===== src/rtl/rvv_backend_retire_buf.sv =====
// Retire buffer between the ROB and the register files. Retiring uops are
// accepted into a small circular FIFO and drained in order onto up to NUM_WR
// VRF write ports or the single scalar (XRF) write-back port.
//
// Handshake: a ROB lane transfers when rd_valid_rob2rt[i] && rd_ready_rt2rob[i]
// at a rising clk edge. The ready only reflects free space at the start of the
// cycle. The VRF ports have no ready and always accept. The XRF port transfers
// on wr_valid_rt2xrf && wr_ready_xrf2rt. Its valid may rise while ready is low,
// and it holds until the transfer.
module rvv_backend_retire_buf #(
  parameter int NUM_RT = 4,
  parameter int NUM_WR = 2,
  localparam int RT_W = 200
) (
  input  logic                  clk,
  input  logic                  rst,
  input  logic [NUM_RT-1:0]     rd_valid_rob2rt,
  input  logic [NUM_RT*RT_W-1:0] rd_rob2rt,
  output logic [NUM_RT-1:0]     rd_ready_rt2rob,
  output logic [NUM_WR-1:0]     wr_valid_rt2vrf,
  output logic [NUM_WR*5-1:0]   wr_index_rt2vrf,
  output logic [NUM_WR*128-1:0] wr_data_rt2vrf,
  output logic [NUM_WR*16-1:0]  wr_strobe_rt2vrf,
  output logic                  wr_valid_rt2xrf,
  output logic [31:0]           wr_data_rt2xrf,
  input  logic                  wr_ready_xrf2rt,
  output logic                  vxsat_set_rt2csr,
  output logic                  trap_done_rt2rvs
);
  // Lane payload layout, MSB first:
  //   w_valid[199] w_index[198:194] w_data[193:66] w_type[65]
  //   vd_type strobe[64:49] trap_flag[48] vector_csr[47:16] vxsaturate[15:0]
  localparam int PW = (NUM_RT > 1) ? $clog2(NUM_RT) : 1;
  localparam int CW = $clog2(NUM_RT + 1);

  // vector_csr is not needed after retirement, so it is not stored.
  typedef struct packed {
    logic         w_valid;
    logic [4:0]   w_index;
    logic [127:0] w_data;
    logic         w_type;
    logic [15:0]  strobe;
    logic         trap;
    logic [15:0]  vxsat;
  } entry_t;

  entry_t          mem [NUM_RT];
  entry_t          lane [NUM_RT];
  entry_t          slot [NUM_WR];
  logic [PW-1:0]   slot_idx [NUM_WR];
  logic [PW-1:0]   lane_slot [NUM_RT];
  logic [NUM_RT-1:0] acc;
  logic [PW-1:0]   rptr_q, rptr_d, wptr_q, wptr_d;
  logic [CW-1:0]   count_q, count_d, n_acc, n_pop;
  logic            vxsat_q, vxsat_d, trap_q, trap_d;
  logic            unused_csr;

  for (genvar i = 0; i < NUM_RT; i++) begin : g_lane
    assign lane[i] = {rd_rob2rt[i*RT_W+49 +: 151], rd_rob2rt[i*RT_W+48],
                      rd_rob2rt[i*RT_W +: 16]};
  end

  for (genvar k = 0; k < NUM_WR; k++) begin : g_slot
    assign slot_idx[k] = PW'((int'(rptr_q) + k) % NUM_RT);
    assign slot[k]     = mem[slot_idx[k]];
  end

  // Fold the discarded vector_csr bits so they are visibly consumed.
  always_comb begin
    unused_csr = 1'b0;
    for (int i = 0; i < NUM_RT; i++) unused_csr = unused_csr ^ (^rd_rob2rt[i*RT_W+16 +: 32]);
  end

  // Credit from start-of-cycle occupancy; accepted lanes packed from wptr.
  always_comb begin
    n_acc = '0;
    for (int i = 0; i < NUM_RT; i++) begin
      rd_ready_rt2rob[i] = (NUM_RT - int'(count_q)) > i;
      acc[i]       = rd_valid_rob2rt[i] & rd_ready_rt2rob[i];
      lane_slot[i] = PW'((int'(wptr_q) + int'(n_acc)) % NUM_RT);
      if (acc[i]) n_acc = n_acc + CW'(1);
    end
  end

  // In-order drain: once a slot stalls, no younger slot may pop.
  always_comb begin
    logic        blocked;
    logic        pop;
    logic [15:0] vx_acc;
    blocked          = 1'b0;
    vx_acc           = '0;
    n_pop            = '0;
    trap_d           = 1'b0;
    wr_valid_rt2vrf  = '0;
    wr_index_rt2vrf  = '0;
    wr_data_rt2vrf   = '0;
    wr_strobe_rt2vrf = '0;
    wr_valid_rt2xrf  = 1'b0;
    wr_data_rt2xrf   = '0;
    for (int k = 0; k < NUM_WR; k++) begin
      pop = 1'b0;
      if (!blocked && (int'(count_q) > k)) begin
        if (slot[k].trap) begin
          // A trapped uop leaves alone from the head and writes nothing.
          if (k == 0) begin
            pop    = 1'b1;
            trap_d = 1'b1;
          end
          blocked = 1'b1;
        end else if (slot[k].w_type) begin
          // Scalar write-back exists only at the head.
          if (k == 0) begin
            wr_valid_rt2xrf = 1'b1;
            wr_data_rt2xrf  = slot[k].w_data[31:0];
            pop     = wr_ready_xrf2rt;
            blocked = !wr_ready_xrf2rt;
          end else begin
            blocked = 1'b1;
          end
        end else begin
          pop = 1'b1;
          // Two writes to one register in one cycle would lose WAW order.
          for (int j = 0; j < k; j++) begin
            if (wr_valid_rt2vrf[j] && slot[k].w_valid &&
                wr_index_rt2vrf[j*5 +: 5] == slot[k].w_index) pop = 1'b0;
          end
          blocked = !pop;
          if (pop) begin
            vx_acc = vx_acc | (slot[k].vxsat & slot[k].strobe);
            if (slot[k].w_valid) begin
              wr_valid_rt2vrf[k]          = 1'b1;
              wr_index_rt2vrf[k*5 +: 5]   = slot[k].w_index;
              wr_data_rt2vrf[k*128 +: 128] = slot[k].w_data;
              wr_strobe_rt2vrf[k*16 +: 16] = slot[k].strobe;
            end
          end
        end
      end else begin
        blocked = 1'b1;
      end
      if (pop) n_pop = n_pop + CW'(1);
    end
    vxsat_d = |vx_acc;
  end

  // Next pointers and occupancy.
  always_comb begin
    rptr_d  = PW'((int'(rptr_q) + int'(n_pop)) % NUM_RT);
    wptr_d  = PW'((int'(wptr_q) + int'(n_acc)) % NUM_RT);
    count_d = count_q + n_acc - n_pop;
  end

  // Control state; reset drops every buffered uop.
  always_ff @(posedge clk or posedge rst) begin
    if (rst) begin
      rptr_q  <= '0;
      wptr_q  <= '0;
      count_q <= '0;
      vxsat_q <= 1'b0;
      trap_q  <= 1'b0;
    end else begin
      rptr_q  <= rptr_d;
      wptr_q  <= wptr_d;
      count_q <= count_d;
      vxsat_q <= vxsat_d;
      trap_q  <= trap_d;
    end
  end

  // Payload storage; contents are meaningless unless counted, so no reset.
  always_ff @(posedge clk) begin
    for (int i = 0; i < NUM_RT; i++) begin
      if (acc[i]) mem[lane_slot[i]] <= lane[i];
    end
  end

  assign vxsat_set_rt2csr = vxsat_q;
  assign trap_done_rt2rvs = trap_q;
endmodule


===== config.mk =====
export PLATFORM = sky130hd
export DESIGN_NAME = rvv_backend_retire_buf
export DESIGN_NICKNAME = d
export VERILOG_FILES = /design/src/rtl/rvv_backend_retire_buf.sv
export SDC_FILE = /design/constraint.sdc
export NUM_CORES = 2
export LEC_CHECK = 0
export ABC_AREA = 1
export CORE_AREA = 2 2 443 445
export DETAILED_ROUTE_END_ITERATION = 16
export DIE_AREA = 0 0 445 447
export GPL_TIMING_DRIVEN = 1
export HOLD_SLACK_MARGIN = 0.1
export PLACE_DENSITY_LB_ADDON = 0.08
export SYNTH_ARGS = -nofsm -noshare
export SYNTH_HDL_FRONTEND = slang
export SYNTH_SLANG_ARGS = --single-unit

===== constraint.sdc =====
create_clock -name clk -period 17.4 [get_ports clk]
set_input_delay 5.22 -clock clk [delete_from_list [all_inputs] [get_ports clk]]
set_output_delay 5.22 -clock clk [all_outputs]
set_load 0.05 [all_outputs]

## Yosys cells after proc, flatten, opt, wreduce, memory -nomap -nowiden

Memory sizes are Yosys's and may differ from the RTL's.
Index checks and enable logic that the tools add are counted.

| word-level totals | value |
|---|---|
| RAM bits | 672 |
| output and inout port bits | 339 |
| memories | 1 |
| register bits after elaboration | 9 |

Memory list:

| name | depth | width | rd ports | clocked after memory_dff | write ports | line | text |
|---|---|---|---|---|---|---|---|
| mem | 4 | 168 | 2 | 0 | 4 | 47 | `entry_t mem [NUM_RT];` |

| cells by class | value |
|---|---|
| reduce and logical (&&, ||, !) cells | 6 |
| bitwise logic cells | 7 |
| $lt $le $gt $ge | 6 |
| add/subtract/negate cells | 13 |
| equal/unequal tests | 1 |
| multiplexer cells | 78 |

Operators by type and width:

| operator | number |
|---|---|
| $mux 128 | 9 |
| $mux 16 | 16 |
| $mux 32 | 3 |
| $mux 5 | 9 |
| $mux 1 | 37 |
| $and 16x16->16 | 2 |
| $or 16x16->16 | 1 |
| $reduce_or 16->1 | 1 |
| $add 3x1->3 const B | 4 |
| $mux 3 | 4 |
| $add 2x2->2 | 5 |
| $gt 4x3->1 const B | 2 |
| $gt 3x1->1 const B | 2 |
| $eq 5x5->1 | 1 |
| $and 1x1->1 | 4 |
| $gt 4x1->1 const B | 1 |
| $gt 4x2->1 const B | 1 |
| $sub 3x3->4 const A | 1 |
| $add 3x3->3 | 1 |
| $logic_and 1x1->1 | 3 |
| $sub 3x3->3 | 1 |
| $add 2x1->2 const B | 1 |
| $logic_not 1->1 | 2 |

## Longest topological paths before layout

An unclocked memory read counts as a cell.

| depth | value |
|---|---|
| depth in word-level cells | 16 |
| mapped depth | 22 |

## Least setup slack after synthesis

Ideal clock, no wire load.

| path | value |
|---|---|
| kind | input-to-reg |
| start | in rd_valid_rob2rt[1] |
| end | mem mem[1][0] (netlist name), enable pin |
| setup slack | 1.955 ns |
| arrival time | 14.694 ns |
| stages on the path | 7 |
| data required time | 16.649 ns |
| setup time | 0.751 ns |
| cell sequence | nor3b_2 inv_1 ha_1 ha_1 xor2_1 inv_2 o2111ai_1 |

RTL lines:

| element | line | text |
|---|---|---|
| start: declaration | 17 | `input logic [NUM_RT-1:0] rd_valid_rob2rt,` |
| end: declaration | 47 |  |

## Worst setup path in the final report

| path | value |
|---|---|
| start | in wr_ready_xrf2rt |
| end | out wr_data_rt2vrf[156] |

| on the way | value |
|---|---|
| cells in the longest elaborated chain, start to end | 7 |

Ends and longest elaborated chain:

| element | line | text |
|---|---|---|
| start: declaration | 26 | `input logic wr_ready_xrf2rt,` |
| $logic_not 1->1 | 116 | `blocked = !wr_ready_xrf2rt;` |
| $mux 1 | 110 | `end else if (slot[k].w_type) begin` |
| $mux 1 | 103 | `if (slot[k].trap) begin` |
| $mux 1 | 102 | `if (!blocked && (int'(count_q) > k)) begin` |
| $logic_not 1->1 | 102 |  |
| $logic_and 1x1->1 | 102 |  |
| $mux 128 | 102 |  |
| end: declaration | 22 | `output logic [NUM_WR*128-1:0] wr_data_rt2vrf,` |

No other way between the ends.

==> results.toml <==
[clock_network]
clockBufferDepth = 3
clkTransAtPathRegs_ns = 0.06
htreeDepth = 3
insertion_delay_ns = 0.71
cts_root_buf = "clkbuf_16"
tritoncts = "built"
cts_num_sinks = 681
cts.hold.buffers_added = 0
cts_setup_buffers = 0
numCtsBuffers = 94
cts_resized = 0

[sta]
rsz0062_at_grt = "false"
fmax_mhz = 74.5
max-slew-margin-rel = 0.0810
finalSetupViolations = 0
worst_slew_pin_slew_ns = 1.38
drv_slew = 0
clock_skew_ns = 0.0312
hold_viol = 0
setup_slack_ns = 3.98
finalCritPeriodShare = 0.771
period_minus_slack_ns = 13.42
hold_slack_ns = 0.669
setup_tns_ns = 0

[setup_path]
slowest_delay_ns = 0.84
r2r_slack_ns = 9.31
critPathSlowestCell = "clkdlybuf4s50_1"
crit_arrival_ns = 8.20
r2r_end = "mem[3][98]$_DFFE_PP_"
cp_cell_sequence = "clkdlybuf4s50_1, nor2_1, a211oi_1, nand3_4, buf_12, nor2_1, clkdlybuf4s50_1"
timing.critical_path.buf_inv = 3
start_kind = "input port"
startpoint = "wr_ready_xrf2rt"
cp.depth = 7
cp-end-kind = "output port"
crit_end = "wr_data_rt2vrf[156]"
rr_worst_depth = 18
r2r_start = "count_q[0]$_DFF_PP0_"
critPathTopFamily = "buffers and inverters"
crit_type = "input port to output port"
crit_required_ns = 12.18
worstPathMaxFanout = 82

[drt]
vias = 58600
wl_per_cell_um = 24.8
wl_mm = 278
first_pass_iters = 8
antenna_left = 0
drc = 0
drt_iter0_markers = 5054
vias_per_cell = 5.22

[logic_synthesis]
ys_seq_area_frac = 0.377
synth-edff-count = 672
synth_nets = 8836
ys_ff_latch = 681
synth.area.top_cells = "edfxtp_1, o21ai_0, nand2_1"
synth_ff_type = "edfxtp_1"
synth_cells = 8010
synth_cell_type_count = 43
syn_area_per_cell_um2 = 6.76
yosysWarnings = 0
synth_area_leader_cell = "edfxtp_1"
synthDominantCellAreaShare = 0.372
syn_area_um2 = 54200
async_flop_share = 0.0132

[placement]
io_buffers = 1017
dpl.cell_count = 11000
gp_congestion = 0.856
place_ws_ns = 4.02
place_hpwl_mm = 179

[floorplanning]
initial_utilization = 0.279
die_x_um = 445
row_count = 162
io_pins = 1146
die_y_um = 447
core_um2 = 194000
dieArea_um2 = 199000

[global_route]
grt_max_degree = 188
grt_pass1_vias = 54400
antenna_found_initial = 91
grt_pass1_wl_mm = 390
grtUsageTotal = 0.267
grt_overflow_total = 0

[flow_run]
maxCapViolations = 0

[final_layout]
nFillCells = 20700
drive_above_1_share = 0.0399
stdcell_count = 11200
fin_util = 0.353
final_nets = 9372
syn_to_final_growth_pct = 26.6

[power_and_ir_drop]
p_per_area_nw_per_um2 = 248
peakVddDrop_mv = 0.378
p_leak_nw = 28.1

[worst_hold_path]
hold_class = "flip-flop to flip-flop"
holdPathStages = 1

[outcome]
status = "complete, no violations"
Yosys cell counts, drive strengths merged (3+ instances only):
cell and number:
nand2 2688, o21ai 2176, inv 685, edfxtp 672, clkbuf 394, nor2 373, buf 275, a21oi 271
mux2i 129, o221ai 129, a221oi 96, nand3 41, ha 17, dfrtp 9, xor2 9, xnor2 7
a22oi 6, nand4 5, o22ai 5, o22a 4, o2111ai 3
cells in the final DEF (no fill, tap or decap), types with 17 or more instances in the layout:
cell type	synthesis	layout
ha_1	17	17
edfxtp_1	672	672
inv_1	677	675
nand2_1	2684	2680
diode_2	0	54
o221ai_1	129	129
o21ai_0	2097	2097
nand3_1	39	34
clkbuf_16	0	96
o21ai_1	78	78
nor2_1	279	276
clkinv_1	0	29
nor2_2	94	92
mux2i_1	129	129
clkdlybuf4s50_1	0	1017
a21oi_1	271	271
a221oi_1	96	96
buf_4	17	82
clkbuf_1	394	23
layer usage:
layer	share of wire	GRT usage
met1	0.41	0.337
met2	0.47	0.443
met5	0.0012	0
met3	0.063	0.0410
met4	0.049	0.134
report_power, final:
group | total (mW) | internal [mW] | switching [mW]
logic | 11.0 | 2.81 | 8.16
registers | 4.17 | 3.72 | 0.452
clock network | 1.89 | 1.08 | 0.811
total | 17.0 | 7.60 | 9.43
per-stage QoR:
| step | cell area, um^2 | total power, mW |
|---|---|---|
| detailed placement | 65500 | 15.2 |
| finish | 68600 | 17.0 |
| global placement | 65500 | 15.2 |
| floorplan | 54200 | 11.5 |
| CTS | 68400 | 17.2 |
| global route | 68600 | 18.2 |
registers in the layout (all words and copies together), names as in the netlist:
name,count
vxsat_set_rt2csr,1
rptr_q,2
trap_done_rt2rvs,1
mem,672
wptr_q,2
count_q,3
cell type report:
class	instances	area, um^2	area share
Multi-Input combinational cell	5975	28300	0.413
Sequential cell	681	20400	0.298
Timing Repair Buffer	1109	11000	0.160
Tap cell	2542	3180	0.0464
Inverter	685	2600	0.0379
Clock buffer	122	2530	0.0369
Clock inverter	52	395	0.00577
Antenna cell	54	135	0.00197
how the worst min path moves through the flow:
stage                              start              endpoint  slack [ns]
detailed placement  count_q[0]$_DFF_PP0_  count_q[0]$_DFF_PP0_        0.65
global route        count_q[0]$_DFF_PP0_  count_q[0]$_DFF_PP0_        0.70
finish              count_q[0]$_DFF_PP0_  count_q[0]$_DFF_PP0_        0.67
floorplan            rptr_q[0]$_DFF_PP0_   rptr_q[0]$_DFF_PP0_        0.48
CTS                 count_q[0]$_DFF_PP0_  count_q[0]$_DFF_PP0_        0.67
global placement    count_q[0]$_DFF_PP0_  count_q[0]$_DFF_PP0_        0.64
worst register-to-register path, delay by kind of cell (launching register included):
family          cells  cell delay [ns]
simple gates        3             1.44
fa+ha+maj           4             1.15
compound gates      1             0.21
buf+inv             7             3.86
flops               1             0.46
xor+xnor            3             0.69
kinds of logic after synthesis:
family	count (synthesis)	synth area share
AOI/OAI and AO/OA	2698	0.266
and+or+nand+nor	3113	0.222
xor gates and xnor gates	16	0.00259
adders and majority gates	19	0.00466
DFF	681	0.377
buffers and inverters	1354	0.104
muxes	129	0.0238
(Power assumes the default switching activity.)
